### src/rtl/inst_fetch_unit_pkg.sv
// rtl/inst_fetch_unit_pkg.sv - opcode, PcSrc and fetch-state definitions shared with the controller
package inst_fetch_unit_pkg;

  localparam logic [3:0] OP_LOAD  = 4'd0;
  localparam logic [3:0] OP_STORE = 4'd1;
  localparam logic [3:0] OP_JUMP  = 4'd2;
  localparam logic [3:0] OP_BEQ   = 4'd4;
  localparam logic [3:0] OP_RTYPE = 4'd8;
  localparam logic [3:0] OP_ADDI  = 4'd12;
  localparam logic [3:0] OP_SUBI  = 4'd13;
  localparam logic [3:0] OP_ANDI  = 4'd14;
  localparam logic [3:0] OP_ORI   = 4'd15;

  localparam logic [1:0] PCSRC_SEQ  = 2'd0;
  localparam logic [1:0] PCSRC_JUMP = 2'd1;

  typedef enum logic [1:0] {
    IDLE  = 2'd0,
    FETCH = 2'd1,
    ISSUE = 2'd2
  } fetch_state_e;

endpackage

### src/rtl/inst_fetch_unit_next_pc_calc.sv
// rtl/inst_fetch_unit_next_pc_calc.sv - combinational next-PC selection (sequential, jump, beq)
module inst_fetch_unit_next_pc_calc
  import inst_fetch_unit_pkg::*;
#(
  parameter int PC_W = 12
) (
  input  logic [PC_W-1:0] pc,
  input  logic [PC_W-1:0] inst_field,
  input  logic [1:0]      pc_src,
  input  logic            branch,
  input  logic            zero,
  output logic [PC_W-1:0] next_pc,
  output logic            illegal
);

  logic [PC_W-1:0] seq_pc;
  logic [PC_W-1:0] br_off;

  // Arithmetic is PC_W wide so every target wraps modulo 2^PC_W.
  always_comb begin
    seq_pc  = pc + PC_W'(1);
    br_off  = {{(PC_W-8){inst_field[7]}}, inst_field[7:0]};
    illegal = pc_src[1];
    if (pc_src == PCSRC_JUMP) begin
      next_pc = inst_field;
    end else if (branch && zero) begin
      next_pc = seq_pc + br_off;
    end else begin
      next_pc = seq_pc;
    end
  end

endmodule

### src/rtl/inst_fetch_unit.sv
// rtl/inst_fetch_unit.sv - PC holder, instruction-memory fetcher and decoder-side issue handshake
module inst_fetch_unit
  import inst_fetch_unit_pkg::*;
#(
  parameter int              PC_W     = 12,
  parameter int              INST_W   = 16,
  parameter logic [PC_W-1:0] RESET_PC = '0
) (
  input  logic              clk,
  input  logic              rst_n,
  output logic              imem_req,
  output logic [PC_W-1:0]   imem_addr,
  input  logic              imem_ack,
  input  logic [INST_W-1:0] imem_rdata,
  output logic [INST_W-1:0] inst,
  output logic              inst_valid,
  input  logic              inst_ready,
  output logic [PC_W-1:0]   pc,
  input  logic [1:0]        pc_src,
  input  logic              branch,
  input  logic              zero,
  input  logic              halt,
  output logic [15:0]       retired_cnt,
  output logic              illegal_pcsrc
);

  fetch_state_e      state_q, state_d;
  logic [PC_W-1:0]   pc_q, pc_d, next_pc;
  logic [INST_W-1:0] inst_q, inst_d;
  logic [15:0]       retired_q, retired_d;
  logic              illegal_q, illegal_d, next_illegal;

  inst_fetch_unit_next_pc_calc #(.PC_W(PC_W)) u_next_pc (
    .pc         (pc_q),
    .inst_field (inst_q[PC_W-1:0]),
    .pc_src     (pc_src),
    .branch     (branch),
    .zero       (zero),
    .next_pc    (next_pc),
    .illegal    (next_illegal)
  );

  always_comb begin
    state_d    = state_q;
    pc_d       = pc_q;
    inst_d     = inst_q;
    retired_d  = retired_q;
    illegal_d  = illegal_q;
    imem_req   = 1'b0;
    inst_valid = 1'b0;
    unique case (state_q)
      IDLE: begin
        if (!halt) state_d = FETCH;
      end
      FETCH: begin
        // halt is deliberately not consulted: a started fetch always completes.
        imem_req = 1'b1;
        if (imem_ack) begin
          inst_d  = imem_rdata;
          state_d = ISSUE;
        end
      end
      ISSUE: begin
        inst_valid = 1'b1;
        if (inst_ready) begin
          pc_d      = next_pc;
          retired_d = retired_q + 16'd1;
          illegal_d = illegal_q | next_illegal;
          state_d   = halt ? IDLE : FETCH;
        end
      end
      default: state_d = IDLE;
    endcase
  end

  always_ff @(posedge clk or negedge rst_n) begin
    if (!rst_n) begin
      state_q   <= IDLE;
      pc_q      <= RESET_PC;
      inst_q    <= '0;
      retired_q <= '0;
      illegal_q <= 1'b0;
    end else begin
      state_q   <= state_d;
      pc_q      <= pc_d;
      inst_q    <= inst_d;
      retired_q <= retired_d;
      illegal_q <= illegal_d;
    end
  end

  assign imem_addr     = pc_q;
  assign pc            = pc_q;
  assign inst          = inst_q;
  assign retired_cnt   = retired_q;
  assign illegal_pcsrc = illegal_q;

endmodule
### config.mk
export PLATFORM = sky130hd
export DESIGN_NAME = inst_fetch_unit
export DESIGN_NICKNAME = d
export VERILOG_FILES = /design/src/rtl/inst_fetch_unit_pkg.sv /design/src/rtl/inst_fetch_unit_next_pc_calc.sv /design/src/rtl/inst_fetch_unit.sv
export SDC_FILE = /design/constraint.sdc
export NUM_CORES = 1
export LEC_CHECK = 0
export BUFFER_PORTS_ARGS = -buffer_cell sky130_fd_sc_hd__buf_2
export CAP_MARGIN = 0
export CORE_MARGIN = 1
export CORE_UTILIZATION = 49
export CTS_BUF_LIST = sky130_fd_sc_hd__clkbuf_4 sky130_fd_sc_hd__clkbuf_8
export DETAILED_ROUTE_END_ITERATION = 6
export PLACE_DENSITY = 0.79
export SLEW_MARGIN = 20
export SYNTH_ARGS = -nofsm -noshare
export SYNTH_HDL_FRONTEND = slang
export SYNTH_SLANG_ARGS = --single-unit
### constraint.sdc
create_clock -name clk -period 2.69 [get_ports clk]
set_clock_uncertainty 0.1 [all_clocks]
set_input_delay 0.269 -clock clk [delete_from_list [all_inputs] [get_ports clk]]
set_output_delay 0.269 -clock clk [all_outputs]
set_load 0.005 [all_outputs]
==> flow_summary.yaml <==
detailed_routing:
  wl_per_cell_um: 18.7
  vias: 2733
  dr_wl_met3_um: 563
  totalWireLength_um: 8750
  first_pass_iters: 5
  wl_met2_um: 4260
  viasPerCell: 5.83
  ant_nets: 0
  wl_met1_um: 3600
  top_layer_used: "met4"
  drcViolationCount: 0
  drt-initial-drc-count: 237
power_and_ir_drop:
  power.leakage_uw: 0.00184
  p_per_area_nw_per_um2: 1300
  vdd_drop_max_mv: 0.781
sta:
  maxSlewHeadroom_pct: 46.1
  rsz0062_at_grt: "true"
  fmaxAchievable_mhz: 358
  setup_viol: 3
  worstMarginPinSlew_ps: 809
  fin_crit_ps: 2790
  maxSlewViolCount: 0
  period_share_pct: 104
  fin_ws_ps: -102
  hold_viol_final: 0
min_path:
  hp-class: "in -> reg"
place:
  dp_cells: 450
  port-buffer-count: 83
  dp_hpwl_um: 5540
  dp_slack_ps: -8.97
  place_congestion: 0.904
synth:
  synthAdderAreaFrac_pct: 7.47
  avgSynthCellArea_um2: 9.93
  synth_top_family_by_area: "simple AND/OR/NAND/NOR gates"
  synth_mux_area_share_pct: 6.11
  synth_most_common_cell: "dfrtp_1"
  netlist_instances: 297
  ys_top_cells_by_count: "dfrtp_1 (47), nand2_1 (34), xnor2_1 (20)"
  synth_area_leaders: "dfrtp_1 (40%), ha_1 (6.8%), mux2_2 (6.1%), xnor2_1 (5.9%), nand2_1 (4.3%)"
  synth.top_cell.area_share_pct: 39.9
  synth_edf_count: 0
  synth.net_count: 339
  synth_compound_area_share_pct: 14.8
  ys_types: 53
  yosys.area_share.simple_pct: 15.8
  synth-main-ff-cell: "dfrtp_1"
  async_reset_ff_share_pct: 100
  ys_warn_count: 0
  synthesis.area_um2: 2950
  synth-xor-area-share_pct: 10.3
  yosysSeqAreaShare_pct: 39.9
  synth_top_cell_by_area: "dfrtp_1"
  ys_ff_latch: 47
run:
  cap_violations: 0
clock_network:
  clockRootBuffer: "clkbuf_8"
  cts_buffers: 5
  cts_tree: "built"
  cts_sinks: 47
  clk_latency_ps: 310
  htree_levels: 2
  clk_pin_slew_ps: 100
  cts_buffer_depth: 2
die:
  io_pins: 84
  die_x_um: 79.6
  placement_rows: 27
  die_area_um2: 6330
  start_util_pct: 52.3
  fp.dieH_um: 79.6
  core_area_um2: 5640
setup_path:
  endpoint_kind: "flip-flop"
  crit_type: "reg -> reg"
  arrival_ps: 2900
  startpoint_type: "flip-flop"
  cp.required_ps: 2790
  crit_fanout: 3
grt:
  grt_pass1_wl_um: 12300
  grt_pass1_vias: 2502
  grt_usage_pct: 25.7
  antenna_found_initial: 0
  grt_max_degree: 33
  grt_overflow: 0
cells_and_area:
  fin_util_pct: 69.7
  n_fill_cell: 407
  final_cells: 469
  multi_input_area_um2: 1850
  n_antenna_cell: 0
  final-seq-area_um2: 1180
  drive_above_1_share_pct: 46.1
  syn_to_final_growth_pct: 33.3
  layout.nets: 438
status:
  status: "finished, violations left"
  violations: "negative setup slack"
-- registers in the layout (all words and copies together), names as in the netlist --
name,cells
retired_cnt,16
state_q,2
illegal_pcsrc,1
inst,16
imem_addr,12
-- metrics by stage --
step / setup TNS, ps / instance area [um^2] / hold WS [ps] / total power, uW
finish: -236 / 3930 / 35.6 / 5090
global route: -673 / 3930 / 21.6 / 5400
CTS: 0 / 3690 / 26.3 / 4550
detailed placement: -8.97 / 3470 / 99.0 / 3770
global placement: 0 / 3470 / 94.4 / 3660
floorplan: 0 / 2950 / -127 / 2960
-- where the power goes --
group | total, uW | switching, uW | internal, uW
logic | 3180 | 1630 | 1550
registers | 1270 | 317 | 956
clock network | 643 | 265 | 378
-- final timing paths --
check / to / start / slack [ps] / cells after the start
min in group asynchronous: retired_cnt[7] / rst_n / 280 / 2
worst min-delay path: state_q[0] / halt / 40 / 2
worst min register to register: illegal_pcsrc / illegal_pcsrc / 370 / 1
worst max-delay path: imem_addr[11] / imem_addr[0] / -100 / 12
max in group asynchronous: inst[1] / rst_n / 1460 / 3
worst max register to register: imem_addr[11] / imem_addr[0] / -100 / 12
-- cells by family after synthesis --
family | after synthesis
and+or+nand+nor | 93
AOI/OAI and AO/OA | 62
DFF | 47
xor gates and xnor gates | 33
buffers and inverters | 29
adders and majority gates | 17
muxes | 16
-- layout by cell type, fill, tap and decap left out, drive strengths merged, types with 2 or more instances in the layout --
master,Yosys,layout
nor2,19,19
nor4,3,3
inv,7,8
bufinv,0,2
and3,2,2
or3,2,2
mux2,16,16
nand3,13,13
xor2,12,12
a21o,4,4
nand4,10,10
o22ai,2,2
a21oi,18,18
dfrtp,47,47
ha,16,16
o21ai,16,16
nor3,3,3
nand2,35,35
o211ai,5,5
xnor2,21,21
and2,2,2
clkbuf,3,5
a211oi,5,5
buf,19,113
o211a,2,2
-- timing repair --
action / in CTS / in global routing
gates cloned: 0 / 0
hold endpoints to repair: 15 / 0
pin swaps: 5 / 15
setup endpoints to repair: 1 / 6
hold buffers: 1 / 0
gates resized for setup: 11 / 27
buffers inserted: 3 / 7
-- worst max-delay path: stages (launching register included) --
cell and delay [ps]:
dfrtp_1 440, ha_4 170, nand4_4 160, nor2_2 180, xor2_2 240, ha_4 250
a21oi_4 190, o211ai_2 160, a21o_1 220, nand4_4 120, xor2_4 200, a21oi_2 90
a2bb2oi_2 160
-- layout make-up --
type	instances	share of cell area (%)
repair buffers	114	16.6
well taps	72	2.29
flip-flops and latches	47	29.9
clock buffers	5	1.75
inverters	7	0.669
clock inverters	3	1.81
multi-input cells	221	47.0
-- layer usage --
metal / global-route usage, % / vias to the layer above
li1: - / 1233
met1: 33.3 / 1322
met2: 42.6 / 142
met3: 4.46 / 36
met4: 9.64 / 0
met5: 0 / -
Note: power is estimated with default switching activity, not from simulation.
